### src/rtl/fft_pkg.sv
// fft_pkg: shared defaults, sequencer state encoding and bit-reverse helper for the FFT control path.
package fft_pkg;

    localparam int SIZE_DEF  = 64;
    localparam int LOG2N_DEF = 6;

    typedef enum logic [2:0] {IDLE, ISSUE, WAIT, ADVANCE, FIN, BITREV} state_t;

    function automatic logic [31:0] bitrev(input logic [31:0] x, input int bits);
        logic [31:0] r;
        r = '0;
        for (int b = 0; b < 32; b++)
            if (b < bits) r[b] = x[bits-1-b];
        return r;
    endfunction

endpackage

### src/rtl/fft_index_gen.sv
// fft_index_gen: stage/group/offset counters for the DIF butterfly walk; last_bfly flags the final butterfly.
module fft_index_gen
    import fft_pkg::*;
#(
    parameter int SIZE  = SIZE_DEF,
    parameter int LOG2N = LOG2N_DEF
) (
    input  logic             clk,
    input  logic             rst,
    input  logic             load,
    input  logic             adv,
    output logic [LOG2N:0]   s,
    output logic [LOG2N:0]   g,
    output logic [LOG2N:0]   k,
    output logic             last_bfly
);
    localparam int W = LOG2N + 1;

    logic [W-1:0] span, span2;
    logic k_last, g_last, s_last;

    assign span      = W'(SIZE) >> s;
    assign span2     = span << 1;
    assign k_last    = k + W'(1) == span;
    assign g_last    = g + span2 == W'(SIZE);
    assign s_last    = s == W'(LOG2N);
    assign last_bfly = k_last & g_last & s_last;

    // On the final butterfly the counters hold; the sequencer leaves for FIN.
    always_ff @(posedge clk) begin
        if (rst || load) begin
            s <= W'(1);
            g <= '0;
            k <= '0;
        end else if (adv) begin
            if (!k_last) k <= k + W'(1);
            else if (!g_last) begin
                g <= g + span2;
                k <= '0;
            end else if (!s_last) begin
                s <= s + W'(1);
                g <= '0;
                k <= '0;
            end
        end
    end

endmodule

### src/rtl/fft_stage_sequencer.sv
// fft_stage_sequencer: issues radix-2 DIF butterfly requests stage by stage and waits for each completion.
// Defining FFT_BITREV_PASS_EN appends a bit-reverse swap pass so results come out in natural order.
module fft_stage_sequencer
    import fft_pkg::*;
#(
    parameter int SIZE  = SIZE_DEF,
    parameter int LOG2N = LOG2N_DEF
) (
    input  logic        clk,
    input  logic        rst,
    input  logic        start,
    output logic        busy,
    output logic        done,
    output logic [31:0] n,
    output logic [31:0] p,
    output logic [31:0] counter,
    output logic        bfly_start,
    input  logic        bfly_done,
    output logic        swap_valid,
    output logic [31:0] swap_a,
    output logic [31:0] swap_b,
    input  logic        swap_done
);
    localparam int W = LOG2N + 1;

    state_t       state, state_n;
    logic         start_q, load, adv, last_bfly;
    logic [W-1:0] s, g, k;

    fft_index_gen #(.SIZE(SIZE), .LOG2N(LOG2N)) u_idx (
        .clk       (clk),
        .rst       (rst),
        .load      (load),
        .adv       (adv),
        .s         (s),
        .g         (g),
        .k         (k),
        .last_bfly (last_bfly)
    );

    assign n       = 32'(g + k);
    assign p       = 32'(s);
    assign counter = 32'(k);

    // start is edge-qualified so a level held across a whole transform launches it only once.
    always_ff @(posedge clk) begin
        if (rst) begin
            state   <= IDLE;
            start_q <= 1'b0;
        end else begin
            state   <= state_n;
            start_q <= start;
        end
    end

`ifdef FFT_BITREV_PASS_EN
    logic [W-1:0] bi, bi_n, br;
    logic         bw, bw_n;

    assign br     = W'(bitrev(32'(bi), LOG2N));
    assign swap_a = state == BITREV ? 32'(bi) : '0;
    assign swap_b = state == BITREV ? 32'(br) : '0;

    always_ff @(posedge clk) begin
        if (rst) begin
            bi <= '0;
            bw <= 1'b0;
        end else begin
            bi <= bi_n;
            bw <= bw_n;
        end
    end
`else
    logic unused_swap_done;
    assign unused_swap_done = swap_done;
    assign swap_valid       = 1'b0;
    assign swap_a           = '0;
    assign swap_b           = '0;
`endif

    always_comb begin
        state_n    = state;
        load       = 1'b0;
        adv        = 1'b0;
        bfly_start = 1'b0;
        done       = 1'b0;
        busy       = 1'b0;
`ifdef FFT_BITREV_PASS_EN
        swap_valid = 1'b0;
        bi_n       = bi;
        bw_n       = bw;
`endif
        case (state)
            IDLE: begin
                if (start && !start_q) begin
                    load    = 1'b1;
                    state_n = ISSUE;
                end
            end
            ISSUE: begin
                busy       = 1'b1;
                bfly_start = 1'b1;
                state_n    = WAIT;
            end
            WAIT: begin
                busy    = 1'b1;
                state_n = bfly_done ? ADVANCE : WAIT;
            end
            ADVANCE: begin
                busy    = 1'b1;
                adv     = 1'b1;
                state_n = last_bfly ? FIN : ISSUE;
            end
            FIN: begin
`ifdef FFT_BITREV_PASS_EN
                busy    = 1'b1;
                bi_n    = '0;
                bw_n    = 1'b0;
                state_n = BITREV;
`else
                done    = 1'b1;
                state_n = IDLE;
`endif
            end
`ifdef FFT_BITREV_PASS_EN
            // Each index either skips (i >= r) or issues one swap and waits for its completion.
            BITREV: begin
                busy = 1'b1;
                if ((bw && swap_done) || (!bw && bi >= br)) begin
                    bw_n = 1'b0;
                    if (bi == W'(SIZE - 1)) begin
                        done    = 1'b1;
                        busy    = 1'b0;
                        state_n = IDLE;
                    end else bi_n = bi + W'(1);
                end else if (!bw) begin
                    swap_valid = 1'b1;
                    bw_n       = 1'b1;
                end
            end
`endif
            default: state_n = IDLE;
        endcase
    end

    bfly_done_in_issue: assert property (@(posedge clk) disable iff (rst) !(state == ISSUE && bfly_done));

endmodule

### config.mk
export PLATFORM = sky130hd
export DESIGN_NAME = fft_stage_sequencer
export DESIGN_NICKNAME = d
export VERILOG_FILES = /design/src/rtl/fft_pkg.sv /design/src/rtl/fft_index_gen.sv /design/src/rtl/fft_stage_sequencer.sv
export SDC_FILE = /design/constraint.sdc
export NUM_CORES = 1
export LEC_CHECK = 0
export CORE_MARGIN = 8
export CORE_UTILIZATION = 40
export DETAILED_ROUTE_END_ITERATION = 10
export PLACE_DENSITY_LB_ADDON = 0.08
export SLEW_MARGIN = 20
export SYNTH_ARGS = -nofsm -noshare
export SYNTH_HDL_FRONTEND = slang
export SYNTH_SLANG_ARGS = --single-unit
### constraint.sdc
create_clock -name clk -period 7.09 [get_ports clk]
set_input_delay 2.127 -clock clk [delete_from_list [all_inputs] [get_ports clk]]
set_output_delay 2.127 -clock clk [all_outputs]
set_load 0.05 [all_outputs]
==> results of run 1 <==
==> through the flow <==
stage                     setup WS (ns)  instance area [um^2]  utilization [%]
after global placement             2.31                  2850             39.1
after detailed placement           2.31                  2850             39.1
after global routing               1.83                  2900             39.8
after CTS                          1.98                  2900             39.8
after floorplan                    2.58                  3540                -
final                              2.02                  2900             39.8
==> placed cells by master (no fill, tap or decap), types with 2 or more instances in the layout <==
| master | count |
|---|---|
| clkbuf_8 | 4 |
| mux2_2 | 2 |
| inv_1 | 4 |
| o31ai_1 | 2 |
| or3_1 | 4 |
| and3_1 | 8 |
| o211a_1 | 2 |
| xnor2_1 | 7 |
| mux2i_1 | 2 |
| conb_1 | 139 |
| nor3_1 | 11 |
| a21o_1 | 2 |
| nand4_1 | 5 |
| o21a_1 | 3 |
| a31o_2 | 3 |
| o22ai_1 | 2 |
| xor2_1 | 6 |
| nor4_1 | 3 |
| nand3_1 | 9 |
| nor2_1 | 23 |
| and2_1 | 4 |
| nor3b_1 | 4 |
| or4_1 | 3 |
| clkdlybuf4s50_1 | 28 |
| a21oi_1 | 18 |
| o211ai_1 | 5 |
| dfxtp_1 | 24 |
| nand2b_1 | 4 |
| and3b_1 | 2 |
| o21ai_0 | 19 |
| ha_1 | 13 |
| nor2b_1 | 7 |
| nand2_1 | 17 |
| a31oi_1 | 2 |
==> critical path, stage by stage (launching register included) <==
cell	delay, ns
dfxtp_1	0.57
ha_1	0.32
a21oi_1	0.23
nor2b_1	0.09
o21a_1	0.20
o21a_1	0.20
nor2_1	0.11
xnor2_1	0.12
clkdlybuf4s50_1	0.82
==> where the power goes <==
part	total (mW)	internal (mW)	switching, mW	leakage [nW]
Sequential	0.139	0.137	0.00255	0.194
Combinational	0.191	0.00987	0.181	1.18
Clock	0.101	0.0498	0.0511	0.0288
==> routing by layer <==
metal,GRT usage [%],vias up
met1,15.0,1001
li1,-,1113
met5,0,-
met3,2.84,5
met2,19.4,108
met4,2.67,0
==> sequential cells by signal (all words and copies together) (netlist names) <==
| register | flops |
|---|---|
| u_idx.k | 7 |
| start_q | 1 |
| state | 3 |
| u_idx.s | 7 |
| u_idx.g | 6 |
==> worst max path at each step <==
stage                from   end  slack [ns]
2_1_floorplan  u_idx.k[1]  n[6]        2.58
3_3_place_gp   u_idx.k[2]  n[6]        2.31
3_5_place_dp   u_idx.k[2]  n[6]        2.31
4_1_cts        u_idx.k[2]  n[6]        1.98
5_1_grt        u_idx.k[2]  n[6]        1.83
6_report       u_idx.k[2]  n[6]        2.02
==> logic make-up after synthesis <==
kind of cell,Yosys count
buffers and inverters,155
AO/OA/AOI/OAI,69
flip-flops,24
XOR/XNOR,13
adder cells (fa/ha/maj),15
multiplexers,4
other,1
AND/OR/NAND/NOR,111
==> cell type report <==
type,instances,area (um^2)
Clock buffer,4,55.1
Fill cell,808,4390
Inverter,4,15.0
Multi-Input combinational cell,351,1940
Sequential cell,24,480
Tap cell,99,124
Timing Repair Buffer,29,288
==> impl_metrics.yaml, run 1 <==
synthesis:
  synth.largest_area_cell: "buf_4"
  ys.warnings.count: 0
  synth_top_family_by_area: "buffers and inverters"
  synth-edff-count: 0
  synth_top_area_share_pct: 34.8
  synth_area_leaders: "buf_4, dfxtp_1, ha_1"
  async_reset_ff_share_pct: 0
  synthCells: 392
  ys_ff_latch: 24
  synth-seq-area-share_pct: 15.9
  synth.mux.area_fraction_pct: 1.41
  synth_common_cells: "buf_4, dfxtp_1, nor2_1, o21ai_0, a21oi_1"
  synth_ff_type: "dfxtp_1"
  synthXorXnorAreaFrac_pct: 3.77
  syn_area_um2: 3020
  avgSynthCellArea_um2: 7.70
  synth_compound_area_share_pct: 15.1
  synth_adder_area_share_pct: 6.38
  synth.distinct_cells: 56
  synthSimpleGateAreaFrac_pct: 20.3
  synth.most_common_cell: "buf_4"
clock_tree:
  cts_resized: 0
  cts.path.max_buffers: 2
  cts_made_buffers: 3
  clockRootBuffer: "clkbuf_8"
  clk-insertion-delay-late_ns: 0.28
  cts_tree: "built"
  post_cts_buffers: 0
  path_clk_slew_ns: 0.10
  htreeDepth: 1
  cts.sinks: 24
  hold_buffers: 0
grt:
  antenna_found_initial: 0
  track_usage_pct: 11.7
  grt_pass1_wl_mm: 10.1
  gr-total-overflow: 0
  grt_start_max_net_pins: 21
  grt_pass1_vias: 2074
detailed_routing:
  dr.pass1.iters: 4
  ant_nets: 0
  drc: 0
  wl_met1_mm: 2.92
  top_layer_used: "met4"
  wl_per_cell_um: 13.2
  via_count: 2227
  routed_wl_mm: 6.75
  avgViaCountPerCell: 4.36
  drt_iter0_drc: 119
  met3_length_um: 688
  dr_wl_met2_mm: 3.10
hold_path:
  min_path_type: "reg2reg"
  min_from: "u_idx.g[3]"
  whs_endpoint: "u_idx.g[3]"
  hold_depth: 2
die:
  core_area_um2: 7290
  boundaryPins: 169
  die_h_um: 103
  die-area_um2: 10600
  die_x_um: 103
  initial_utilization_pct: 41.4
  num_rows: 31
placement:
  dp.cells: 507
  place.gp.congestion: 0.805
  port_buffers: 28
  hpwlAfterDp_mm: 5.51
critical_path:
  crit_type: "reg2out"
  reg2reg_to: "u_idx.s[4]"
  worstPathArrival_ns: 2.94
  r2r_slack_ns: 3.48
  r2r-start: "u_idx.s[0]"
  required_ns: 4.96
  timing.critical_path.to_type: "output pin"
  worstPathMaxFanout: 12
  rr_worst_depth: 13
  worstSetupStartpointType: "register"
finish:
  drive_gt1_share_pct: 4.37
  antennaDiodeCount: 0
  syn_to_final_growth_pct: -3.85
  layout.cells.non_filler: 511
  layout.nets: 432
timing:
  slew_viol_final: 0
  setup_viol: 0
  slew_headroom_pct: 54.9
  hold_violations: 0
  fin_skew_ns: 0.00303
  period_needed_ns: 5.07
  fin_crit_sh_pct: 71.5
  fmax_mhz: 197
  fin_tns_setup_ns: 0
  hold_slack_ns: 0.520
  rsz0062_at_grt: "false"
  tightest_slew_ns: 0.675
power_and_ir_drop:
  p_leak_nw: 1.40
  power.total_mw: 0.431
  ir_worst_vdd_mv: 0.0616
  powerDensity_nw_per_um2: 148
status:
  status: "finished, final reports clean"
job:
  max-cap-violations: 0
No activity file was read; power rests on OpenSTA's default activity.
==> inputs of run 2 (changes only) <==
Clock period 7.09 ns to 5 ns, I/O delays scaled along.
==> impl_metrics.yaml, run 2 (synthesized netlist as in run 1, its figures left out) <==
status:
  status: "finished, final reports clean"
die:
  die-area_um2: 10600
  num_rows: 31
  initial_utilization_pct: 41.4
  die_x_um: 103
  die_h_um: 103
  core_area_um2: 7290
  boundaryPins: 169
critical_path:
  worstPathMaxFanout: 12
  worstSetupStartpointType: "register"
  cp_cell_sequence: "ha_1 > a21oi_1 > nor2b_1 > o21a_1 > o21a_1 > nor2_1 > xnor2_1 > clkdlybuf4s50_1"
  path_delay_family: "buffers and inverters"
  r2r-start: "u_idx.s[0]"
  r2r_slack_ns: 1.47
  cp_num_cells: 8
  worstPathArrival_ns: 3.00
  cp.buffers_inverters: 1
  crit_type: "reg2out"
  required_ns: 3.50
  path_common_cell: "o21a_1"
  rr_worst_depth: 13
  slowest_stage: "clkdlybuf4s50_1"
  slowest_delay_ns: 0.82
  reg2reg_to: "u_idx.s[4]"
  timing.critical_path.to_type: "output pin"
power_and_ir_drop:
  p_leak_nw: 1.41
  power.total_mw: 0.644
  powerDensity_nw_per_um2: 221
  ir_worst_vdd_mv: 0.144
finish:
  layout.nets: 432
  final_util_pct: 40.0
  final_common_cell: "conb_1"
  syn_to_final_growth_pct: -3.32
  antennaDiodeCount: 0
  final_cell_mix: "conb_1, clkdlybuf4s50_1, dfxtp_1"
  fin_area_um2: 2920
  reg.largest.list: "u_idx.k (7), u_idx.s (7), u_idx.g (6)"
  fillers: 784
  drive_gt1_share_pct: 4.37
timing:
  fin_tns_setup_ns: 0
  fin_skew_ns: 0.0109
  tightest_slew_ns: 0.685
  hold_violations: 0
  rsz0062_at_grt: "false"
  period_needed_ns: 4.50
  slew_headroom_pct: 54.3
  setup_viol: 0
  hold_slack_ns: 0.526
  fmax_mhz: 222
  slew_viol_final: 0
  fin_crit_sh_pct: 90.1
detailed_routing:
  wl_per_cell_um: 13.3
  via_count: 2232
  avgViaCountPerCell: 4.37
  ant_nets: 0
  routed_wl_mm: 6.78
  drc: 0
  dr.pass1.iters: 4
  drt_iter0_drc: 75
grt:
  grt_pass1_vias: 2067
  gr-total-overflow: 0
  track_usage_pct: 11.8
  grt_start_max_net_pins: 21
  antenna_found_initial: 0
  grt_pass1_wl_mm: 10.2
hold_path:
  hold_depth: 2
  min_from: "u_idx.g[3]"
  whs_endpoint: "u_idx.g[3]"
  min_path_type: "reg2reg"
clock_tree:
  cts_made_buffers: 3
  clk-insertion-delay-late_ns: 0.27
  clockRootBuffer: "clkbuf_8"
  cts_resized: 0
  cts.sinks: 24
  path_clk_slew_ns: 0.10
  htreeDepth: 1
  cts.path.max_buffers: 2
  post_cts_buffers: 0
  cts_tree: "built"
  hold_buffers: 0
placement:
  port_buffers: 28
  place.gp.congestion: 0.776
  hpwlAfterDp_mm: 5.49
  dpl_cell_area_um2: 2850
job:
  max-cap-violations: 0
[run 2: cell types whose count changed in the layout (fill, tap and decap cells not counted), sizes merged]
cell / before / now
bufinv: 0 / 1
clkbuf: 4 / 3
[run 2: worst max path at each step]
stage	startpoint	end
after floorplan	u_idx.k[1]	n[6]
after global placement	u_idx.k[2]	n[6]
after detailed placement	u_idx.k[2]	n[6]
after CTS	u_idx.k[2]	n[6]
after global routing	u_idx.k[2]	n[6]
final	u_idx.k[2]	n[6]
[run 2: through the flow]
step           cells  worst slack, ns
2_1_floorplan    530             1.12
3_3_place_gp     507            0.863
3_5_place_dp     507            0.807
4_1_cts          511            0.476
5_1_grt          511            0.354
6_report         511            0.496
[run 2: layout make-up]
| class | instances | area [um^2] | area share (%) |
|---|---|---|---|
| multi-input cells | 351 | 1940 | 66.5 |
| repair buffers | 29 | 288 | 9.86 |
| well taps | 99 | 124 | 4.24 |
| inverters | 4 | 15.0 | 0.514 |
| flip-flops and latches | 24 | 480 | 16.5 |
| clock inverters | 1 | 30.0 | 1.03 |
| clock buffers | 3 | 41.3 | 1.41 |
[run 2: worst min-delay path, cell delays in order, from the launching register on]
cell     delay, ns
dfxtp_1       0.34
o21ai_0       0.08
a21oi_1       0.06
[run 2: routing by layer]
metal,share of wire [%],track usage (%)
met2,47,19.9
met4,0.21,1.00
met3,12,3.92
met1,41,14.8
met5,0,0
[run 2: power by group]
| group | switching (mW) | internal, mW | leakage [nW] |
|---|---|---|---|
| combinational | 0.257 | 0.0140 | 1.18 |
| clock | 0.0685 | 0.107 | 0.0357 |
| sequential | 0.00371 | 0.194 | 0.194 |
